## config.mk

```make
export PLATFORM = sky130hd
export DESIGN_NAME = dmem_block_mover
export DESIGN_NICKNAME = d
export VERILOG_FILES = /design/src/rtl/dmem_block_mover_pkg.sv /design/src/rtl/dmem_block_mover.sv
export SDC_FILE = /design/constraint.sdc
export NUM_CORES = 1
export LEC_CHECK = 0
export CAP_MARGIN = 25
export CELL_PAD_IN_SITES_DETAIL_PLACEMENT = 1
export CELL_PAD_IN_SITES_GLOBAL_PLACEMENT = 2
export CORE_ASPECT_RATIO = 1.25
export CORE_MARGIN = 2
export CORE_UTILIZATION = 32
export CTS_CLUSTER_DIAMETER = 80
export DETAILED_ROUTE_END_ITERATION = 8
export PLACE_DENSITY = 0.86
export SYNTH_ARGS = -nofsm -noshare
export SYNTH_HDL_FRONTEND = slang
export SYNTH_SLANG_ARGS = --single-unit
```

## constraint.sdc

```tcl
create_clock -name clock -period 5.3 [get_ports clock]
set_input_delay 1.06 -clock clock [delete_from_list [all_inputs] [get_ports clock]]
set_output_delay 1.06 -clock clock [all_outputs]
set_load 0.03 [all_outputs]
```

## src/rtl/dmem_block_mover_pkg.sv

```systemverilog
// Shared definitions for the block copy/fill engine: FSM encoding, mode values
// and the default word stride / transfer limit.
package dmem_block_mover_pkg;

  typedef enum logic [1:0] {
    ST_IDLE   = 2'd0,
    ST_READ   = 2'd1,
    ST_WRITE  = 2'd2,
    ST_FINISH = 2'd3
  } state_t;

  localparam logic MODE_COPY = 1'b0;
  localparam logic MODE_FILL = 1'b1;

  localparam int unsigned ADDR_STEP = 2;
  localparam int unsigned MAX_WORDS = 128;

endpackage

```

## src/rtl/dmem_block_mover.sv

```systemverilog
// Bus-initiator engine that copies N words src->dst or fills N words at dst,
// owning the data-memory port while busy.
module dmem_block_mover #(
  parameter int unsigned DATA_W    = 16,
  parameter int unsigned ADDR_W    = 16,
  parameter int unsigned COUNT_W   = 8,
  parameter int unsigned MAX_WORDS = dmem_block_mover_pkg::MAX_WORDS,
  parameter int unsigned ADDR_STEP = dmem_block_mover_pkg::ADDR_STEP
) (
  input  logic               clock,
  input  logic               reset_n,
  input  logic               start,
  input  logic               mode,
  input  logic [ADDR_W-1:0]  src_addr,
  input  logic [ADDR_W-1:0]  dst_addr,
  input  logic [COUNT_W-1:0] word_count,
  input  logic [DATA_W-1:0]  fill_value,
  input  logic [DATA_W-1:0]  mem_rdata,
  output logic [ADDR_W-1:0]  mem_addr,
  output logic [DATA_W-1:0]  mem_wdata,
  output logic               mem_write,
  output logic               mem_read,
  output logic               busy,
  output logic               done
);

  import dmem_block_mover_pkg::*;

  localparam logic [ADDR_W-1:0]  STEP      = ADDR_W'(ADDR_STEP);
  localparam logic [ADDR_W-1:0]  WORD_MASK = ~ADDR_W'(1);
  localparam logic [COUNT_W-1:0] CNT_MAX   = COUNT_W'(MAX_WORDS);

  state_t             state_reg, state_next;
  logic [ADDR_W-1:0]  src_reg, dst_reg;
  logic [COUNT_W-1:0] cnt_reg;
  logic               mode_reg;
  logic [DATA_W-1:0]  fill_reg, hold_reg;

  logic [COUNT_W-1:0] count_sat;
  logic               last_word;

  assign count_sat = (word_count > CNT_MAX) ? CNT_MAX : word_count;
  assign last_word = (cnt_reg == COUNT_W'(1));

  always_ff @(posedge clock or negedge reset_n) begin
    if (!reset_n) state_reg <= ST_IDLE;
    else          state_reg <= state_next;
  end

  always_comb begin
    state_next = state_reg;
    case (state_reg)
      ST_IDLE: begin
        if (start) begin
          if (count_sat == '0)          state_next = ST_FINISH;
          else if (mode == MODE_FILL)   state_next = ST_WRITE;
          else                          state_next = ST_READ;
        end
      end
      ST_READ:  state_next = ST_WRITE;
      ST_WRITE: begin
        if (last_word)                  state_next = ST_FINISH;
        else if (mode_reg == MODE_FILL) state_next = ST_WRITE;
        else                            state_next = ST_READ;
      end
      ST_FINISH: state_next = ST_IDLE;
      default:   state_next = ST_IDLE;
    endcase
  end

  // Transfer parameters are captured once at start; the pointers hold
  // word-aligned addresses and wrap modulo 2**ADDR_W.
  always_ff @(posedge clock or negedge reset_n) begin
    if (!reset_n) begin
      src_reg  <= '0;
      dst_reg  <= '0;
      cnt_reg  <= '0;
      mode_reg <= MODE_COPY;
      fill_reg <= '0;
      hold_reg <= '0;
    end else begin
      case (state_reg)
        ST_IDLE: begin
          if (start) begin
            src_reg  <= src_addr & WORD_MASK;
            dst_reg  <= dst_addr & WORD_MASK;
            cnt_reg  <= count_sat;
            mode_reg <= mode;
            fill_reg <= fill_value;
          end
        end
        ST_READ: begin
          hold_reg <= mem_rdata;
          src_reg  <= src_reg + STEP;
        end
        ST_WRITE: begin
          dst_reg <= dst_reg + STEP;
          cnt_reg <= cnt_reg - COUNT_W'(1);
        end
        default: ;
      endcase
    end
  end

  always_comb begin
    mem_addr  = '0;
    mem_wdata = '0;
    mem_write = 1'b0;
    mem_read  = 1'b0;
    busy      = 1'b0;
    done      = 1'b0;
    case (state_reg)
      ST_READ: begin
        mem_addr = src_reg;
        mem_read = 1'b1;
        busy     = 1'b1;
      end
      ST_WRITE: begin
        mem_addr  = dst_reg;
        mem_wdata = (mode_reg == MODE_FILL) ? fill_reg : hold_reg;
        mem_write = 1'b1;
        busy      = 1'b1;
      end
      ST_FINISH: done = 1'b1;
      default: ;
    endcase
  end

endmodule

```

After elaboration in Yosys (flattened, before gate mapping)
Index checks and enable logic that the tools add are counted.

word-level totals
  register bits after elaboration = 75
  input port bits = 76
  logic and storage cells = 44

operators by class
  add/subtract/negate cells = 3
  $lt $le $gt $ge = 1
  equal/unequal tests = 5
  mux-type cells = 20
  reduce and logical (&&, ||, !) cells = 8

operators with widths
  operator                                             count
  case mux 16 bit (2 select lines)                     3
  2-to-1 mux 16 bit                                    4
  adder 16 x 2 -> 16 bit, second input constant        2
  2-to-1 mux 8 bit                                     2
  case mux 8 bit (2 select lines)                      1
  2-to-1 mux 2 bit                                     5
  equality test 8 x 1 -> 1 bit, second input constant  1
  > comparator 8 bit, second input constant            1
  logical NOT 8 bit                                    1
  case mux 2 bit (4 select lines)                      1
  subtractor 8 x 1 -> 8 bit, second input constant     1
  AND reduction 2 bit                                  3
  equality test 2 bit, second input constant           2
  2-to-1 mux 1 bit                                     4
  nonzero test 2 bit                                   2
  equality test 2 x 1 -> 1 bit, second input constant  1
  logical NOT 2 bit                                    1
  != test 2 bit, second input constant                 1
  OR reduction 2 bit                                   1

Longest topological paths before layout
  depth in word-level cells = 6
  mapped depth = 8
  gate-level depth less buffers = 6

Worst setup path before layout
OpenSTA, ideal clock, no wires.

  kind = reg2out
  start = register state_reg[0]
  end = output port mem_addr[1]
  arrival time = 2.273 ns
  required time = 4.240 ns
  slack = 1.967 ns
  stages on the path, launching flop included = 8
  buffers on the path = 3
  path through = dfrtp_1 > inv_1 > ha_1 > buf_2 > buf_2 > buf_1 > nand2_1 > a21boi_0

between the ends
  word-level cells in the longest chain between the ends = 2
  elaborated cells on any way between the ends = 3
  those cells by class = eq/ne (2); mux (1)

ends and longest elaborated chain
  what                                                                 line                     source
  start: declaration                                                   dmem_block_mover.sv:33   state_t state_reg, state_next;
  start signal: assignment                                             dmem_block_mover.sv:47   else state_reg <= state_next;
  equality test 2 bit or equality test 2 x 1 -> 1 bit (tied branches)  dmem_block_mover.sv:112  case (state_reg)
  case mux 16 bit (2 select lines) *                                   dmem_block_mover.sv:112
  end: declaration                                                     dmem_block_mover.sv:19   output logic [ADDR_W-1:0] mem_addr,

Mark *: on every way between the ends. The rest lies on a longest branch, timed or not.

Worst setup path in the final report
  start = register state_reg[0]
  end = output port mem_addr[15]

The elaborated chain is that of the path after synthesis.

==> metrics <==
xor/xnor cell area share of the yosys netlist 0%; Mapped Cells approximately 480; minimum clock period roughly 4.0 ns; Simple-Gate Fraction of Synth Area around 17%; multiplexer share of the synthesized area 14.5%; switching power approximately 0.0018 W; Switching Share about 46%; DRC 0; Yosys top cell by area dfrtp_1; Placeable Area between 10000 and 15000 µm²; CP arrival between 2 and 3 ns; Final Slew Violations 0; endpoints failing setup 0; largest family of logic cells by synthesized area compound AO/OA/AOI/OAI gates; area delta synth->final 33.8%; initial antenna violation count 0; Final nets approximately 660; Pint about 0.0021 W; DRT Pass-1 Iters 4; Yosys top cell area share 41.3%; RSZ-0062 raised after global routing no; Worst slew margin roughly 33%; worst-margin pin slew ~1.0 ns; sequential fraction of the synthesis area between 40% and 50%; final setup margin approximately 1.3 ns; Adder-Cell Fraction of Synth Area under 10%; hold-fix buffers at CTS 0; Post-synth EDFFs 0; synthesized area around 4400 µm²; asr flop ratio synth 100%; Req. time, crit path about 4.2 ns; syn_area_per_cell just over 9 µm²; pwr dens about 660 nW/µm²; share of layout cells above drive strength 1 11.6%; gpl congestion around 0.81; level count of the clock H-tree 3; Initial Utilization 32.4%; Crit. End Element output pin; vias in the first global route about 4400; Primary FF master, synth dfrtp_1; Layout Skew between 0.005 and 0.006 ns; Final ANT Viol Nets 0; top post-synthesis cells by area dfrtp_1 41%, mux2_2 8.7%, mux2i_1 5.9%, a21oi_1 4.0%, o21ai_0 2.8%; CP Capture Point mem_addr[15]; # Post-CTS Setup Buffers 0; pin count of the biggest net entering global routing 32; vias 4100; # rows 48; final-report hold violation count 0; die area roughly 15000 µm²; initial detailed-routing violation count 129; Place WS about 1.6 ns; CTS Buf Count 9; Die H roughly 140 µm; number of synthesized register bits 73; clock-pin slew on the worst setup and hold paths roughly 0.060 ns; CTS root buf clkbuf_16; Max VDD drop 0.270 mV; Worst Setup SP state_reg[0]$_DFFE_PN0P_; Tcrit/Tclk final 75.9%; GRT Overall Usage 19.8%; worst flop-to-flop path endpoint dst_reg[15]$_DFFE_PN0P_; RR Startpoint state_reg[0]$_DFFE_PN0P_; die width about 110 µm; DP HPWL roughly 10000 µm; routed len/inst about 19 µm; R2R Setup Slk ~2.7 ns; sequential share of power between 30 and 40%; setup_tns 0 ns; Sink Count 73; Logic pwr share about 54%; Compound-Gate Fraction of Synth Area between 10% and 20%; I/O pin count roughly 110; PortBufs 108; worst min path class register to register; Netlist cell types 45; Avg Vias per Cell about 5.5; LEAKAGE between 2 and 2.5 nW; ant diodes 0; GRT overflow 0; Mapped Nets approximately 570; later-pin clock latency in the skew report roughly 0.33 ns; crit path max fanout 24; Max Cap Viol 0; post-CTS sizing 0; CTS tree yes; WS Path Type register to output pin; cells on worst reg2reg path 7; status finished clean; first-pass GRT wire length 22700 µm; CP Launch Type register; YS warnings 0; FMAX 249 MHz; clock power share between 10% and 20%; final WL about 14000 µm; CTS max path bufs 2
cells by family (layout without fill, tap and decap cells):
kind of cell | after synthesis | after routing
other | 1 | 1
AOI/OAI and AO/OA | 129 | 129
DFF | 73 | 73
and+or+nand+nor | 149 | 149
muxes | 60 | 60
buffers and inverters | 62 | 157
adders and majority gates | 8 | 8
metal layers:
metal | routed length [µm] | global-route usage, %
met1 | 6160 | 25.1
met2 | 7400 | 34.4
met3 | 355 | 2.79
met4 | 218 | 6.05
met5 | 0 | 0
critical path: stages (launching register included):
cell,delay (ns)
dfrtp_1,0.42
inv_1,0.09
ha_1,0.58
buf_4,0.38
and2_1,0.23
a21oi_1,0.08
nor2b_1,0.14
clkdlybuf4s50_1,0.69
final cells by class:
class,instances,area (µm²)
repair buffers,119,1170
clock buffers,10,239
fillers,1546,7720
clock inverters,6,50.0
well taps,175,219
multi-input cells,347,2330
inverters,22,82.6
flip-flops and latches,73,1830
power by group through the flow:
| stage | clock network, W | registers, W | logic [W] |
|---|---|---|---|
| CTS | 0.000607 | 0.00118 | 0.00212 |
| finish | 0.000590 | 0.00118 | 0.00210 |
| floorplan | 0 | 0.00101 | 0.00156 |
| global route | 0.000626 | 0.00124 | 0.00230 |
| detailed placement | 0 | 0.00119 | 0.00211 |
| global placement | 0 | 0.00116 | 0.00204 |
per-stage QoR:
step                cells  utilization (%)  hold WS [ns]  area, µm²  power [W]
floorplan             482                -         0.477       4420    0.00256
global placement      735             41.1         0.487       5610    0.00320
detailed placement    736             41.3         0.497       5630    0.00330
CTS                   752             43.4         0.511       5920    0.00391
global route          752             43.4         0.526       5920    0.00416
finish                752             43.4         0.506       5920    0.00388
how the worst min path moves through the flow:
stage	startpoint	endpoint	slack, ns	cells past startpoint
after floorplan	dst_reg[15]$_DFFE_PN0P_	dst_reg[15]$_DFFE_PN0P_	0.48	2
after CTS	hold_reg[1]$_DFFE_PN0P_	hold_reg[1]$_DFFE_PN0P_	0.51	1
final	hold_reg[1]$_DFFE_PN0P_	hold_reg[1]$_DFFE_PN0P_	0.51	1
after global routing	fill_reg[10]$_DFFE_PN0P_	fill_reg[10]$_DFFE_PN0P_	0.53	1
after global placement	fill_reg[10]$_DFFE_PN0P_	fill_reg[10]$_DFFE_PN0P_	0.49	1
after detailed placement	hold_reg[1]$_DFFE_PN0P_	hold_reg[1]$_DFFE_PN0P_	0.50	1
Yosys cell counts, drive strengths merged (6+ instances only):
library cell,count
dfrtp,73
nor3,7
nand3,19
a22oi,15
o22ai,14
a31oi,10
nor2b,12
mux2i,26
o21ai,26
mux2,34
inv,22
nand2,29
nand4,15
and3,6
nor4,6
buf,28
nor2,33
clkbuf,12
a21oi,35
ha,8
layout by cell type, fill, tap and decap left out, drive strengths merged, types with 12 or more instances in the layout:
cell and count:
clkdlybuf4s50 107, dfrtp 73, a21oi 35, mux2 34, nor2 33, nand2 29, mux2i 26, o21ai 26
inv 24, nand3 19, a22oi 15, nand4 15, o22ai 14, nor2b 12, buf 12
No activity file was read; power rests on OpenSTA's default activity.
